**config.mk**
```make
export PLATFORM = sky130hd
export DESIGN_NAME = processing_mem_stream_reader_flat
export DESIGN_NICKNAME = d
export VERILOG_FILES = /design/src/rtl/processing_mem_pkg.sv /design/src/rtl/processing_mem_stream_reader_if.sv /design/src/rtl/proc_mem_sync_fifo.sv /design/src/rtl/processing_mem_stream_reader.sv /design/src/flat_wrapper.sv
export SDC_FILE = /design/constraint.sdc
export NUM_CORES = 1
export LEC_CHECK = 0
export ABC_AREA = 1
export CORE_MARGIN = 2
export CORE_UTILIZATION = 35
export DETAILED_ROUTE_END_ITERATION = 16
export GPL_ROUTABILITY_DRIVEN = 0
export PLACE_DENSITY = 0.68
export SYNTH_ARGS = -nofsm -noshare
export SYNTH_HDL_FRONTEND = slang
export SYNTH_SLANG_ARGS = --single-unit
```
**constraint.sdc**
```tcl
create_clock -name clk -period 3.05 [get_ports clk]
set_input_delay 0.61 -clock clk [delete_from_list [all_inputs] [get_ports clk]]
set_output_delay 0.61 -clock clk [all_outputs]
set_load 0.02 [all_outputs]
```
**src/rtl/processing_mem_pkg.sv**
```systemverilog
// processing_mem_pkg: shared state encoding, memory size default and address wrap helper
package processing_mem_pkg;
  typedef enum logic [1:0] {IDLE, READ, DRAIN} state_t;
  localparam int MEM_WORDS_DEFAULT = 10000;
  function automatic logic [31:0] wrap_inc(input logic [31:0] a, input logic [31:0] words);
    return (a + 32'd1 >= words) ? '0 : a + 32'd1;
  endfunction
endpackage

```
**src/rtl/processing_mem_stream_reader_if.sv**
```systemverilog
// processing_mem_stream_reader_if: command, memory port-2 and output stream signals of the reader
interface processing_mem_stream_reader_if #(
  parameter int DATA_W = 16,
  parameter int ADDR_W = 14
);
  logic              cmd_valid;
  logic              cmd_ready;
  logic [ADDR_W-1:0] cmd_addr;
  logic [ADDR_W-1:0] cmd_len;
  logic [ADDR_W-1:0] mem_address;
  logic              mem_chipselect;
  logic              mem_write;
  logic [DATA_W/8-1:0] mem_byteenable;
  logic              mem_clken;
  logic [DATA_W-1:0] mem_readdata;
  logic              out_valid;
  logic              out_ready;
  logic [DATA_W-1:0] out_data;
  logic              out_last;
  logic              busy;
  logic              done;
  modport master (
    input  cmd_valid, cmd_addr, cmd_len, mem_readdata, out_ready,
    output cmd_ready, mem_address, mem_chipselect, mem_write, mem_byteenable, mem_clken,
           out_valid, out_data, out_last, busy, done
  );
  modport slave (
    output cmd_valid, cmd_addr, cmd_len, mem_readdata, out_ready,
    input  cmd_ready, mem_address, mem_chipselect, mem_write, mem_byteenable, mem_clken,
           out_valid, out_data, out_last, busy, done
  );
endinterface

```
**src/rtl/proc_mem_sync_fifo.sv**
```systemverilog
// proc_mem_sync_fifo: synchronous FIFO with occupancy count
module proc_mem_sync_fifo #(
  parameter int W     = 17,
  parameter int DEPTH = 4,
  parameter int CW    = $clog2(DEPTH) + 1
) (
  input  logic          clk,
  input  logic          reset,
  input  logic          push,
  input  logic [W-1:0]  wdata,
  input  logic          pop,
  output logic [W-1:0]  rdata,
  output logic          empty,
  output logic [CW-1:0] count
);
  localparam int AW = $clog2(DEPTH);
  logic [W-1:0]  mem [DEPTH];
  logic [AW-1:0] wp, rp;
  always_ff @(posedge clk)
    if (push) mem[wp] <= wdata;
  always_ff @(posedge clk) begin
    if (reset) begin
      wp    <= '0;
      rp    <= '0;
      count <= '0;
    end else begin
      if (push) wp <= wp + AW'(1);
      if (pop) rp <= rp + AW'(1);
      count <= count + CW'(push) - CW'(pop);
    end
  end
  assign rdata = mem[rp];
  assign empty = count == '0;
endmodule

```
**src/rtl/processing_mem_stream_reader.sv**
```systemverilog
// processing_mem_stream_reader: streams a run of port-2 halfwords into a valid/ready output
module processing_mem_stream_reader import processing_mem_pkg::*; #(
  parameter int DATA_W     = 16,
  parameter int ADDR_W     = 14,
  parameter int MEM_WORDS  = MEM_WORDS_DEFAULT,
  parameter int FIFO_DEPTH = 4
) (
  input logic clk,
  input logic reset,
  processing_mem_stream_reader_if.master bus
);
  localparam int CW = $clog2(FIFO_DEPTH) + 1;
  state_t            state, state_n;
  logic [ADDR_W-1:0] addr, rem;
  logic              inflight, inflight_last, done_zero;
  logic              accept, issue, finish, empty;
  logic [CW-1:0]     count;
  logic [DATA_W:0]   head;
  // credit includes the read still in flight so the FIFO can never overflow
  always_comb begin
    accept  = state == IDLE && bus.cmd_valid;
    issue   = state == READ && (count + CW'(inflight)) < CW'(FIFO_DEPTH);
    finish  = state == DRAIN && empty && !inflight;
    state_n = (accept && bus.cmd_len != '0) ? READ :
              (issue && rem == ADDR_W'(1))  ? DRAIN :
              finish                        ? IDLE : state;
  end
  always_ff @(posedge clk) begin
    if (reset) begin
      state         <= IDLE;
      addr          <= '0;
      rem           <= '0;
      inflight      <= 1'b0;
      inflight_last <= 1'b0;
      done_zero     <= 1'b0;
    end else begin
      state         <= state_n;
      inflight      <= issue;
      inflight_last <= issue && rem == ADDR_W'(1);
      done_zero     <= accept && bus.cmd_len == '0;
      if (accept) begin
        addr <= bus.cmd_addr;
        rem  <= bus.cmd_len;
      end else if (issue) begin
        addr <= ADDR_W'(wrap_inc(32'(addr), 32'(MEM_WORDS)));
        rem  <= rem - ADDR_W'(1);
      end
    end
  end
  proc_mem_sync_fifo #(.W(DATA_W + 1), .DEPTH(FIFO_DEPTH), .CW(CW)) fifo (
    .clk   (clk),
    .reset (reset),
    .push  (inflight),
    .wdata ({inflight_last, bus.mem_readdata}),
    .pop   (!empty && bus.out_ready),
    .rdata (head),
    .empty (empty),
    .count (count)
  );
  assign bus.cmd_ready      = state == IDLE;
  assign bus.busy           = state != IDLE;
  assign bus.done           = done_zero | finish;
  assign bus.mem_address    = addr;
  assign bus.mem_chipselect = issue;
  assign bus.mem_write      = 1'b0;
  assign bus.mem_byteenable = '1;
  assign bus.mem_clken      = 1'b1;
  assign bus.out_valid      = !empty;
  assign {bus.out_last, bus.out_data} = empty ? '0 : head;
endmodule

```
**src/flat_wrapper.sv**
```systemverilog
// flat-port wrapper written by rule: the top's interface ports become plain ports
module processing_mem_stream_reader_flat import processing_mem_pkg::*;
#(
  parameter int DATA_W     = 16,
  parameter int ADDR_W     = 14,
  parameter int MEM_WORDS  = MEM_WORDS_DEFAULT,
  parameter int FIFO_DEPTH = 4
)
  (clk, reset, bus_cmd_valid, bus_cmd_addr, bus_cmd_len, bus_mem_readdata, bus_out_ready, bus_cmd_ready, bus_mem_address, bus_mem_chipselect, bus_mem_write, bus_mem_byteenable, bus_mem_clken, bus_out_valid, bus_out_data, bus_out_last, bus_busy, bus_done);
  processing_mem_stream_reader_if #(.DATA_W(DATA_W), .ADDR_W(ADDR_W)) bus_i ();
  input logic clk;
  input logic reset;
  input wire logic [$bits(bus_i.cmd_valid)-1:0] bus_cmd_valid;
  input wire logic [$bits(bus_i.cmd_addr)-1:0] bus_cmd_addr;
  input wire logic [$bits(bus_i.cmd_len)-1:0] bus_cmd_len;
  input wire logic [$bits(bus_i.mem_readdata)-1:0] bus_mem_readdata;
  input wire logic [$bits(bus_i.out_ready)-1:0] bus_out_ready;
  output wire logic [$bits(bus_i.cmd_ready)-1:0] bus_cmd_ready;
  output wire logic [$bits(bus_i.mem_address)-1:0] bus_mem_address;
  output wire logic [$bits(bus_i.mem_chipselect)-1:0] bus_mem_chipselect;
  output wire logic [$bits(bus_i.mem_write)-1:0] bus_mem_write;
  output wire logic [$bits(bus_i.mem_byteenable)-1:0] bus_mem_byteenable;
  output wire logic [$bits(bus_i.mem_clken)-1:0] bus_mem_clken;
  output wire logic [$bits(bus_i.out_valid)-1:0] bus_out_valid;
  output wire logic [$bits(bus_i.out_data)-1:0] bus_out_data;
  output wire logic [$bits(bus_i.out_last)-1:0] bus_out_last;
  output wire logic [$bits(bus_i.busy)-1:0] bus_busy;
  output wire logic [$bits(bus_i.done)-1:0] bus_done;
  assign bus_i.cmd_valid = bus_cmd_valid;
  assign bus_i.cmd_addr = bus_cmd_addr;
  assign bus_i.cmd_len = bus_cmd_len;
  assign bus_i.mem_readdata = bus_mem_readdata;
  assign bus_i.out_ready = bus_out_ready;
  assign bus_cmd_ready = bus_i.cmd_ready;
  assign bus_mem_address = bus_i.mem_address;
  assign bus_mem_chipselect = bus_i.mem_chipselect;
  assign bus_mem_write = bus_i.mem_write;
  assign bus_mem_byteenable = bus_i.mem_byteenable;
  assign bus_mem_clken = bus_i.mem_clken;
  assign bus_out_valid = bus_i.out_valid;
  assign bus_out_data = bus_i.out_data;
  assign bus_out_last = bus_i.out_last;
  assign bus_busy = bus_i.busy;
  assign bus_done = bus_i.done;
  processing_mem_stream_reader #(.DATA_W(DATA_W), .ADDR_W(ADDR_W), .MEM_WORDS(MEM_WORDS), .FIFO_DEPTH(FIFO_DEPTH)) u_core (.clk(clk), .reset(reset), .bus(bus_i));
endmodule
```
# Word level (Yosys, flattened, before mapping)
# Memory sizes are Yosys's and may differ from the RTL's. A register that Yosys moved wholly into a read port is not among the register bits.
# Cells that the tools add are included.
# classes
n_addsub,6
magnitude_cmp,2
n_eq_ne,3
mux,13
n_bitwise,1
reduce_logical,19
# op_table
cell,count
14-bit two-way mux,5
17-bit two-way mux,1
"14-bit by 1-bit adder with 15-bit output, second input constant",1
"15-bit by 14-bit >= comparator with 1-bit output, second input constant",1
"14-bit by 1-bit == test with 1-bit output, second input constant",1
14-bit zero test,1
14-bit nonzero test,1
"14-bit by 1-bit subtractor with 14-bit output, second input constant",1
1-bit logical AND,8
2-bit two-way mux,4
2-bit nonzero test,3
"2-bit by 1-bit adder with 2-bit output, second input constant",2
3-bit by 1-bit adder with 3-bit output,1
3-bit zero test,1
"3-bit < comparator, second input constant",1
1-bit two-way mux,3
3-bit nonzero test,1
3-bit by 1-bit subtractor with 3-bit output,1
"2-bit by 1-bit == test with 1-bit output, second input constant",1
"2-bit == test, second input constant",1
1-bit zero test,2
2-bit zero test,1
2-bit OR reduction,1
1-bit OR,1
# word_totals
reg_bits,40
mem_bits_rw,68
input_bits,48
output_inout_bits,40
word_cells,55
memories,1
# mem_list
memory,depth,word_bits,rd,rd_ports_with_merged_regs,wr,line_no,text
u_core.fifo.mem,4,17,1,1,1,proc_mem_sync_fifo.sv:17,logic [W-1:0] mem [DEPTH];

# Depth between registers and ports, before layout
# depth
ltp_word,6
mapped_depth,13
mapped_depth_nobuf,12

# Hierarchy
# From an unflattened synthesis, not the netlist that was laid out.
# hier_totals
hier_cells,652
hier_area_um2,5629.1
# by_module_without_submodules
module,n_inst,cells_each,area_each_um2,seq_area_each_um2
proc_mem_sync_fifo,1,252,3145.5,2222.1
processing_mem_stream_reader,1,400,2483.6,660.6

# Least setup slack after synthesis
# OpenSTA, ideal clock, no wires.
# synth_timing
path_kind,register to output
start,reg u_core.inflight
end,out bus_mem_chipselect
t_arrival_ps,1465
path_slack_ps,975
path_stages_with_launch,8
path_buffers,2
cell_sequence,dfxtp_1 ha_1 ha_1 xnor2_1 nand2_1 buf_2 inv_1 buf_2
# synth_between
elab_chain_cells,3
# synth_lines
item,line_no,text
"start, declared",processing_mem_stream_reader.sv:15,"logic inflight, inflight_last, done_zero;"
"start signal, assigned",processing_mem_stream_reader.sv:38,inflight <= issue;
3-bit by 1-bit adder with 3-bit output,processing_mem_stream_reader.sv:22,issue = state == READ && (count + CW'(inflight)) < CW'(FIFO_DEPTH);
3-bit < comparator,processing_mem_stream_reader.sv:22,
1-bit logical AND,processing_mem_stream_reader.sv:22,
"end, declared",flat_wrapper.sv:20,output wire logic [$bits(bus_i.mem_chipselect)-1:0] bus_mem_chipselect;
# Every way passes these cells.

==> summary.md <==
| Metric | Value |
|---|---|
| Mapped cell area | about 5300 sq um |
| Tightest Pin Transition | roughly 0.77 ns |
| Grt total ovfl | 0 |
| Design Power | between 4 and 5 mW |
| Worst min-delay path class | reg -> reg |
| Synthesized instance count | 600 |
| Die H | 128 um |
| Clock-pin slew on the worst setup and hold paths | roughly 0.07 ns |
| H-tree Lvls | 3 |
| Status | finished clean |
| Most frequent CP cell | nor2_1 |
| Leakage | around 2.5 nW |
| Area growth syn-to-layout | 25.8% |
| Total CTS buffers | 9 |
| Slowest-stage cell, CP | clkdlybuf4s50_1 |
| Cells resized by post-CTS repair | 0 |
| Clock latency on the worst-skew pair | between 0.3 and 0.4 ns |
| Drt drc | 0 |
| PwrDens | approximately 700 nW/um^2 |
| WL per Instance | between 10 and 15 um |
| Max Slew Vio Count | 0 |
| Die ar. | 16,300 sq um |
| All-Layer GR Usage | between 10 and 15% |
| CP Capture Type | output port |
| Core area | about 15,000 sq um |
| DP HPWL | 7940 um |
| Post-synthesis sequential area ratio | between 50% and 60% |
| Share of layout cells above drive strength 1 | under 10% |
| Clk_skew | about 0.0066 ns |
| Via count | between 4,000 and 5,000 |
| Setup TNS | 0 ns |
| DRT iter0 DRCs | about 220 |
| Post-place setup slack | around 0.65 ns |
| Buffer and inverter count on the worst path | 2 |
| Clock sinks | 110 |
| Drt total wl | 11,800 um |
| Final setup fails | 0 |
| Largest net degree at the start of global routing | 35 |
| Unrepaired setup endpoints after global routing | false |
| Final core utilization | between 40% and 50% |
| Slew Limit Headroom | 48.8% |
| Initial antenna violation count | 0 |
| Nets | 740 |
| Antenna diodes | 0 |
| Final min period | 2.82 ns |
| Ports | 88 |
| Syn_area_per_cell | a little under 9 sq um |
| Max Freq | between 300 and 400 MHz |
| Worst Path Arrival | 2.21 ns |
| Final Hold Vio Count | 0 |
| Post-CTS Setup Inserts | 0 |
| Post-synth cell types | 38 |
| CTS tree | yes |
| Final period util | 92.4% |
| First-pass GRT wire length | between 15,000 and 20,000 um |
| CP Max Fanout | 26 |
| Yosys reg bits | 110 |
| MaxCap Viol Count | 0 |
| Post-detailed-route count of antenna-violating nets | 0 |
| Kind of critical path | reg -> out |
| Startpoint Class | flip-flop |
| Clock Tree Buf Depth | 2 |
| Synth Warn # | 0 |
| Vias/cell | approximately 4.8 |
| Final worst slack | around 0.23 ns |
| Port Buf Inserts | between 80 and 90 |
| Peak ir drop on the vdd network | between 200 and 300 uV |
| Vias in the first global route | ~3,800 |
| Cell Rows | 45 |
| Top delay family on crit path | buffers and inverters |
| Hold-fix buffers, CTS | 0 |
| Root Buffer Master | clkbuf_16 |
| Die X | between 100 and 150 um |
| Drt pass-1 iters | 4 |
| Worst path max stage delay | roughly 0.64 ns |
| Crit path required time | 2.44 ns |
| Initial Util | a little over a third |
| Crit-path cells | buf_12 > nor2_1 > nor2_1 > o21ai_0 > a21oi_1 > clkdlybuf4s50_1 |
[sequential cells by signal, indices dropped and copies added, names as in the netlist, named ones only]
name	cells
u_core.bus.mem_address	14
u_core.inflight	1
u_core.rem	14
u_core.fifo.rp	2
u_core.fifo.mem	68
u_core.done_zero	1
u_core.fifo.count	3
u_core.fifo.wp	2
u_core.inflight_last	1
u_core.state	2
[placed cells by master, fill, tap and decap left out, types with 2 or more instances in the layout]
master,instances
a21oi_1,37
a21oi_2,10
a221oi_1,2
a22o_1,4
a31oi_1,9
buf_4,12
bufinv_16,3
clkbuf_16,9
clkdlybuf4s50_1,83
clkinv_1,4
conb_1,4
dfxtp_1,42
edfxtp_1,68
ha_1,11
inv_1,62
inv_6,2
nand2_1,85
nand2_2,2
nand3_1,14
nand3_2,13
nand4_1,10
nor2_1,113
nor2_4,3
nor3_1,4
nor4_1,2
o21ai_0,57
xor2_1,10
[synth_stat cells, drive strengths merged]
cell type,n,share of area (%)
a21boi,1,0.14
a21oi,47,5.1
a221oi,2,0.33
a22o,4,0.66
a22oi,1,0.14
a31oi,9,1.1
a32o,1,0.19
buf,13,1.8
clkbuf,15,1.1
clkinv,3,0.21
conb,2,0.14
dfxtp,42,16
edfxtp,68,38
ha,11,2.6
inv,63,4.4
nand2,88,6.4
nand3,27,3.7
nand4,10,1.2
nor2,116,8.6
nor3,5,0.56
nor3b,1,0.14
nor4,2,0.23
o21ai,57,5.3
o221ai,1,0.16
xnor2,1,0.16
xor2,10,1.6
[layout make-up]
class,count,area [sq um]
clock buffer,9,225
clock inverter,7,119
sequential,110,2880
fill,1446,8320
tap,188,235
multi-input combinational,398,2060
inverter,66,248
timing repair buffer,96,941
[cells by family (layout without fill, tap and decap cells)]
logic type      Yosys count  count (layout)  share of synthesized area (%)
flops                   110             110                           54.0
simple gates            249             249                           20.9
fa+ha+maj                11              11                           2.58
compound gates          123             123                           13.1
buf+inv                  94             178                           7.50
xor+xnor                 11              11                           1.80
other cells               2               4                          0.141
[per-layer routing]
layer	track usage [%]	wire length, um	vias up
li1	-	-	2163
met1	19.4	5430	1933
met2	24.4	5650	104
met3	2.64	537	15
met4	6.08	221	0
met5	0	0	-
[final timing paths]
kind                                  start                        end  slack, ns  cells after the start
hold reg to reg           u_core.fifo.rp[1]          u_core.fifo.rp[1]       0.47                      2
setup reg to reg  u_core.bus.mem_address[0]  u_core.bus.mem_address[1]       0.69                     12
hold / removal            u_core.fifo.rp[1]          u_core.fifo.rp[1]       0.47                      2
setup / recovery                  flip-flop           bus_out_data[14]       0.23                      6
[power by group]
part           internal [mW]  leakage, nW  switching [mW]  total [mW]
clock network          0.806        0.164           0.539        1.35
logic                  0.627         1.37           0.897        1.52
registers               1.69        0.960          0.0941        1.78
[through the flow]
| stage | std cells | hold WS, ns | area, sq um |
|---|---|---|---|
| 2_1_floorplan | 602 | 0.436 | 5350 |
| 3_3_place_gp | 858 | 0.457 | 6370 |
| 3_5_place_dp | 858 | 0.458 | 6370 |
| 4_1_cts | 874 | 0.470 | 6710 |
| 5_1_grt | 874 | 0.491 | 6710 |
| 6_report | 874 | 0.467 | 6710 |
[worst min-delay path, cell delays in order (launching register included)]
cell	delay, ns
dfxtp_1	0.30
inv_1	0.05
a21oi_1	0.07
Note: power is estimated with default switching activity, not from simulation.
